`config.mk`:
```
export PLATFORM = sky130hd
export DESIGN_NAME = bcd_display_scan
export DESIGN_NICKNAME = d
export VERILOG_FILES = /design/src/rtl/seg7_pkg.sv /design/src/rtl/bcd_to_seg7.sv /design/src/rtl/bcd_display_scan.sv
export SDC_FILE = /design/constraint.sdc
export NUM_CORES = 1
export LEC_CHECK = 0
export BUFFER_PORTS_ARGS = -buffer_cell sky130_fd_sc_hd__buf_2
export CELL_PAD_IN_SITES_DETAIL_PLACEMENT = 0
export CELL_PAD_IN_SITES_GLOBAL_PLACEMENT = 1
export CORE_ASPECT_RATIO = 0.9
export CORE_MARGIN = 3
export CORE_UTILIZATION = 35
export CTS_BUF_LIST = sky130_fd_sc_hd__clkbuf_8
export DETAILED_ROUTE_END_ITERATION = 12
export PLACE_DENSITY = 0.73
export SYNTH_ARGS = -nofsm -noshare
export SYNTH_HDL_FRONTEND = slang
export SYNTH_HIERARCHICAL = 1
export SYNTH_SLANG_ARGS = --single-unit
export TNS_END_PERCENT = 100
```
`constraint.sdc`:
```
create_clock -name clk -period 2.15 [get_ports clk]
set_clock_uncertainty 0.15 [all_clocks]
set_input_delay 0.3225 -clock clk [delete_from_list [all_inputs] [get_ports clk]]
set_output_delay 0.3225 -clock clk [all_outputs]
set_load 0.005 [all_outputs]
```
`src/rtl/seg7_pkg.sv`:
```
// Shared constants for the multiplexed 7-segment display path: active-low
// segment patterns ({g,f,e,d,c,b,a}), the all-off anode word and scan slot encoding.
package seg7_pkg;

  localparam logic [6:0] SEG_0    = 7'h40;
  localparam logic [6:0] SEG_1    = 7'h79;
  localparam logic [6:0] SEG_2    = 7'h24;
  localparam logic [6:0] SEG_3    = 7'h30;
  localparam logic [6:0] SEG_4    = 7'h19;
  localparam logic [6:0] SEG_5    = 7'h12;
  localparam logic [6:0] SEG_6    = 7'h02;
  localparam logic [6:0] SEG_7    = 7'h78;
  localparam logic [6:0] SEG_8    = 7'h00;
  localparam logic [6:0] SEG_9    = 7'h10;
  localparam logic [6:0] SEG_DASH = 7'h3F;
  localparam logic [6:0] SEG_OFF  = 7'h7F;

  localparam logic [3:0] AN_OFF = 4'hF;

  localparam int IDX_W = 2;

  // Slot order follows the scan: units first, thousands last.
  typedef enum logic [IDX_W-1:0] {
    SLOT_UNITS     = 2'd0,
    SLOT_TENS      = 2'd1,
    SLOT_HUNDREDS  = 2'd2,
    SLOT_THOUSANDS = 2'd3
  } slot_e;

endpackage

```
`src/rtl/bcd_to_seg7.sv`:
```
// Combinational BCD to active-low 7-segment decoder; codes 10..15 show a dash.
module bcd_to_seg7
  import seg7_pkg::*;
(
  input  logic [3:0] bcd_i,
  output logic [6:0] seg_o
);

  always_comb begin
    unique case (bcd_i)
      4'd0:    seg_o = SEG_0;
      4'd1:    seg_o = SEG_1;
      4'd2:    seg_o = SEG_2;
      4'd3:    seg_o = SEG_3;
      4'd4:    seg_o = SEG_4;
      4'd5:    seg_o = SEG_5;
      4'd6:    seg_o = SEG_6;
      4'd7:    seg_o = SEG_7;
      4'd8:    seg_o = SEG_8;
      4'd9:    seg_o = SEG_9;
      default: seg_o = SEG_DASH;
    endcase
  end

endmodule

```
`src/rtl/bcd_display_scan.sv`:
```
// 4-digit multiplexed display scanner with per-frame snapshot and inter-digit blanking.
// Optional macro LEADING_ZERO_BLANK_EN suppresses leading zero digits of the snapshot.
module bcd_display_scan
  import seg7_pkg::*;
#(
  parameter int SCAN_DIV  = 50000,
  parameter int BLANK_CYC = 16
) (
  input  logic       clk,
  input  logic       rst,
  input  logic [3:0] Qdata3,
  input  logic [3:0] Qdata2,
  input  logic [3:0] Qdata1,
  input  logic [3:0] Qdata0,
  output logic [6:0] seg,
  output logic [3:0] an,
  output logic       frame_done
);

  localparam int PW = 20;

  logic [PW-1:0]      presc_q;
  slot_e              idx_q;
  logic [IDX_W-1:0]   idx_inc;
  logic [3:0][3:0]    snap_q;
  logic [6:0]         seg_q;
  logic [3:0]         an_q;
  logic               frame_done_q;

  logic               tick;
  logic               frame_end;
  logic [3:0]         digit;
  logic [6:0]         dec_seg;
  logic [3:0]         lz_blank;
  logic               slot_on;
  logic [6:0]         seg_d;
  logic [3:0]         an_d;

  assign tick      = (presc_q == PW'(SCAN_DIV - 1));
  assign frame_end = tick && (idx_q == SLOT_THOUSANDS);
  assign idx_inc   = idx_q + 1'b1;
  assign digit     = snap_q[idx_q];

  bcd_to_seg7 u_dec (
    .bcd_i (digit),
    .seg_o (dec_seg)
  );

`ifdef LEADING_ZERO_BLANK_EN
  // A digit is dark only if it and every digit above it are zero; units always shows.
  always_comb begin
    lz_blank    = 4'b0000;
    lz_blank[3] = (snap_q[3] == 4'd0);
    lz_blank[2] = lz_blank[3] && (snap_q[2] == 4'd0);
    lz_blank[1] = lz_blank[2] && (snap_q[1] == 4'd0);
  end
`else
  assign lz_blank = 4'b0000;
`endif

  assign slot_on = (presc_q >= PW'(BLANK_CYC)) && !lz_blank[idx_q];
  assign an_d    = slot_on ? ~(4'b0001 << idx_q) : AN_OFF;
  assign seg_d   = slot_on ? dec_seg : SEG_OFF;

  always_ff @(posedge clk) begin
    if (!rst) begin
      presc_q      <= '0;
      idx_q        <= SLOT_UNITS;
      snap_q       <= '0;
      seg_q        <= SEG_OFF;
      an_q         <= AN_OFF;
      frame_done_q <= 1'b0;
    end else begin
      presc_q      <= tick ? '0 : presc_q + 1'b1;
      seg_q        <= seg_d;
      an_q         <= an_d;
      frame_done_q <= frame_end;
      if (tick) begin
        idx_q <= slot_e'(idx_inc);
      end
      // Latch a whole frame at once so a count change never shows half-applied.
      if (frame_end) begin
        snap_q <= {Qdata3, Qdata2, Qdata1, Qdata0};
      end
    end
  end

  assign seg        = seg_q;
  assign an         = an_q;
  assign frame_done = frame_done_q;

endmodule

```
==> out/metrics.cfg <==
[cells_and_area]
drive_gt1_share_pct=19.2
final_common_cell=dfxtp_1
layout.cells.non_filler=384
synthToLayoutAreaGrowth_pct=14.9
fin_nets=325
antenna_cells=0
layout_common_cells=dfxtp_1 (49), nand2_1 (44), buf_2 (29), nor2_1 (25), mux2i_1 (17)

[floorplanning]
start_util_pct=37.6
rows=27
die-area_um2=7860
die_h_um=84.4
ios=30
die_w_um=93.1
core_area_um2=6350

[setup_path]
worstSetupPathType=reg -> reg
rrSetupSlack_ns=0.15
end_kind=register
crit_family=multiplexers
crit_arrival_ns=2.03
crit_slowest_cell=mux4_2
start_kind=register
max_stage_delay_ns=0.63
cp_max_fo=7
critPathBufInv=1
crit_chain=mux4_2 > inv_1 > ha_1 > nor2_1 > nor2_1 > nand2b_1
cp_common_cell=nor2_1
worstPathRequired_ns=2.18

[placement]
portBuffers=29
placed_cells=376
place_congestion=0.746
dpl.hpwl_um=3260

[detailed_routing]
wl_um=4440
antenna_left=0
vias=1760
via_per_inst=4.58
drc_errors=0
routedWlPerCell_um=11.6
first_pass_iters=4
drtIter0Drc=42

[synth]
synth_top_area_share_pct=41.9
synth_flop_cell=dfxtp_1
synth_area_leaders=dfxtp_1 (42%), mux2i_1 (7.1%), nand2_1 (6.9%)
yosysTopAreaCell=dfxtp_1
yosysWarnings=6
synth.distinct_cells=36
synth.avg_cell_area_um2=9.12
syn-cell-area_um2=2390
synthArstFlopShare_pct=0
ys_seq_area_share_pct=41.9
synth_edf_count=0
ys_seq_elements=50
synthCells=262
syn_nets=291

[clocking]
root_buffer=clkbuf_8
path_clk_slew_ns=0.10
clock_latency_ns=0.31
cts_setup_buffers=0
cts_buffers=5
cts_num_sinks=50
ctsHoldBuffers=0
cts_tree=yes
clockBufferDepth=2
ctsHtreeMaxLevel=2

[timing]
rsz0062_at_grt=no
fin_crit_ns=2.00
tightestPinTransition_ns=0.903
maxSlewViolCount=0
fin_crit_sh_pct=93.2
hold_slack_ns=0.0959
relSlewSlack_pct=39.5
setup_viol=0
fin_tns_setup_ns=0
max_freq_mhz=499
finalHoldViolations=0

[global_route]
use_met3_pct=4.03
gr-total-overflow=0
track_usage_pct=12.1
antenna_found_initial=0
top_usage_layer=met1
grt_max_degree=35
met1_usage_pct=17.8
grt_pass1_vias=1583
grt_pass1_wl_um=7620
met2_usage_pct=16.7

[power_and_ir_drop]
irDropWorstVdd_uv=306
leakagePower_nw=1.13
powerDensity_nw_per_um2=579

[worst_hold_path]
hold_path_class=in -> reg

[status]
outcome=finished clean

[job]
maxCapViolCount=0

==> worst register-to-register path: stages (launching register included) <==
cell	delay, ns
dfxtp_2	0.42
mux4_2	0.63
inv_1	0.15
ha_1	0.26
nor2_1	0.10
nor2_1	0.05
nand2b_1	0.12
==> timing repair <==
action                                  in CTS  in global routing
endpoints found under the setup margin       0                  5
resized for setup                            0                  1
hold endpoints to repair                     0                  0
==> layer usage <==
layer,vias up,share of wire (%)
met2,33,40
li1,944,-
met3,4,4.0
met5,-,0
met1,779,55
met4,0,0.97
==> sequential cells by signal, summed over array words and instances, names as in the netlist <==
signal / flops
frame_done: 1
seg: 7
idx_q: 2
snap_q: 16
presc_q: 20
an: 4
==> layout make-up <==
cell class / count / area, um^2
Fill cell: 670 / 3610
Multi-Input combinational cell: 186 / 1250
Sequential cell: 50 / 1000
Timing Repair Buffer: 38 / 225
Tap cell: 87 / 109
Clock buffer: 6 / 82.6
Inverter: 15 / 56.3
Clock inverter: 2 / 16.3
==> cells in the mapped netlist (2+ instances only) <==
| library cell | instances |
|---|---|
| clkbuf_1 | 6 |
| nand4_1 | 3 |
| nor2_1 | 25 |
| nor4_1 | 8 |
| nor3_1 | 7 |
| mux2i_1 | 17 |
| ha_1 | 11 |
| and3_1 | 2 |
| nand2_1 | 44 |
| dfxtp_1 | 50 |
| mux4_2 | 4 |
| o31ai_1 | 2 |
| xnor2_1 | 13 |
| nand2b_1 | 8 |
| buf_6 | 5 |
| a21oi_1 | 6 |
| a22oi_1 | 2 |
| a21o_1 | 2 |
| o21ai_0 | 4 |
| inv_1 | 15 |
| a31oi_1 | 2 |
| and3b_1 | 2 |
| nand3_1 | 11 |
==> power breakdown <==
part	total [mW]	internal, mW	leakage (nW)	switching (mW)
logic	0.0583	0.0272	0.676	0.0312
clock network	0.595	0.266	0.0478	0.330
registers	0.935	0.930	0.404	0.00512
total	1.59	1.22	1.13	0.366
==> through the flow <==
step / setup slack [ns] / area [um^2] / util (%) / total power [mW]
6_report: 0.146 / 2750 / 43.2 / 1.59
5_1_grt: 0.00380 / 2750 / 43.2 / 1.67
2_1_floorplan: 0.0297 / 2390 / - / 0.989
4_1_cts: 0.0363 / 2740 / 43.2 / 1.62
3_5_place_dp: 0.0540 / 2650 / 41.6 / 1.02
3_3_place_gp: 0.113 / 2650 / 41.6 / 1.02
==> path summary, 6_finish.rpt <==
| check | from | endpoint | depth (start not counted) |
|---|---|---|---|
| worst max-delay path | idx_q[0]$_SDFFE_PN0P_ | seg[1]$_SDFF_PN1_ | 6 |
| worst min-delay path | Qdata1[0] | snap_q[4]$_SDFFE_PN0P_ | 3 |
| worst max register to register | idx_q[0]$_SDFFE_PN0P_ | seg[1]$_SDFF_PN1_ | 6 |
| worst min register to register | snap_q[4]$_SDFFE_PN0P_ | snap_q[4]$_SDFFE_PN0P_ | 2 |
==> cell families (layout without fill, tap and decap cells) <==
logic type | after synthesis | after routing | share of synthesized area, %
XOR/XNOR | 14 | 14 | 5.13
flip-flops | 50 | 50 | 41.9
adder cells (fa/ha/maj) | 11 | 11 | 5.76
multiplexers | 21 | 21 | 10.9
AND/OR/NAND/NOR | 120 | 120 | 25.2
AO/OA/AOI/OAI | 20 | 20 | 5.50
buffers and inverters | 26 | 61 | 5.65
No activity file was read; power rests on OpenSTA's default activity.
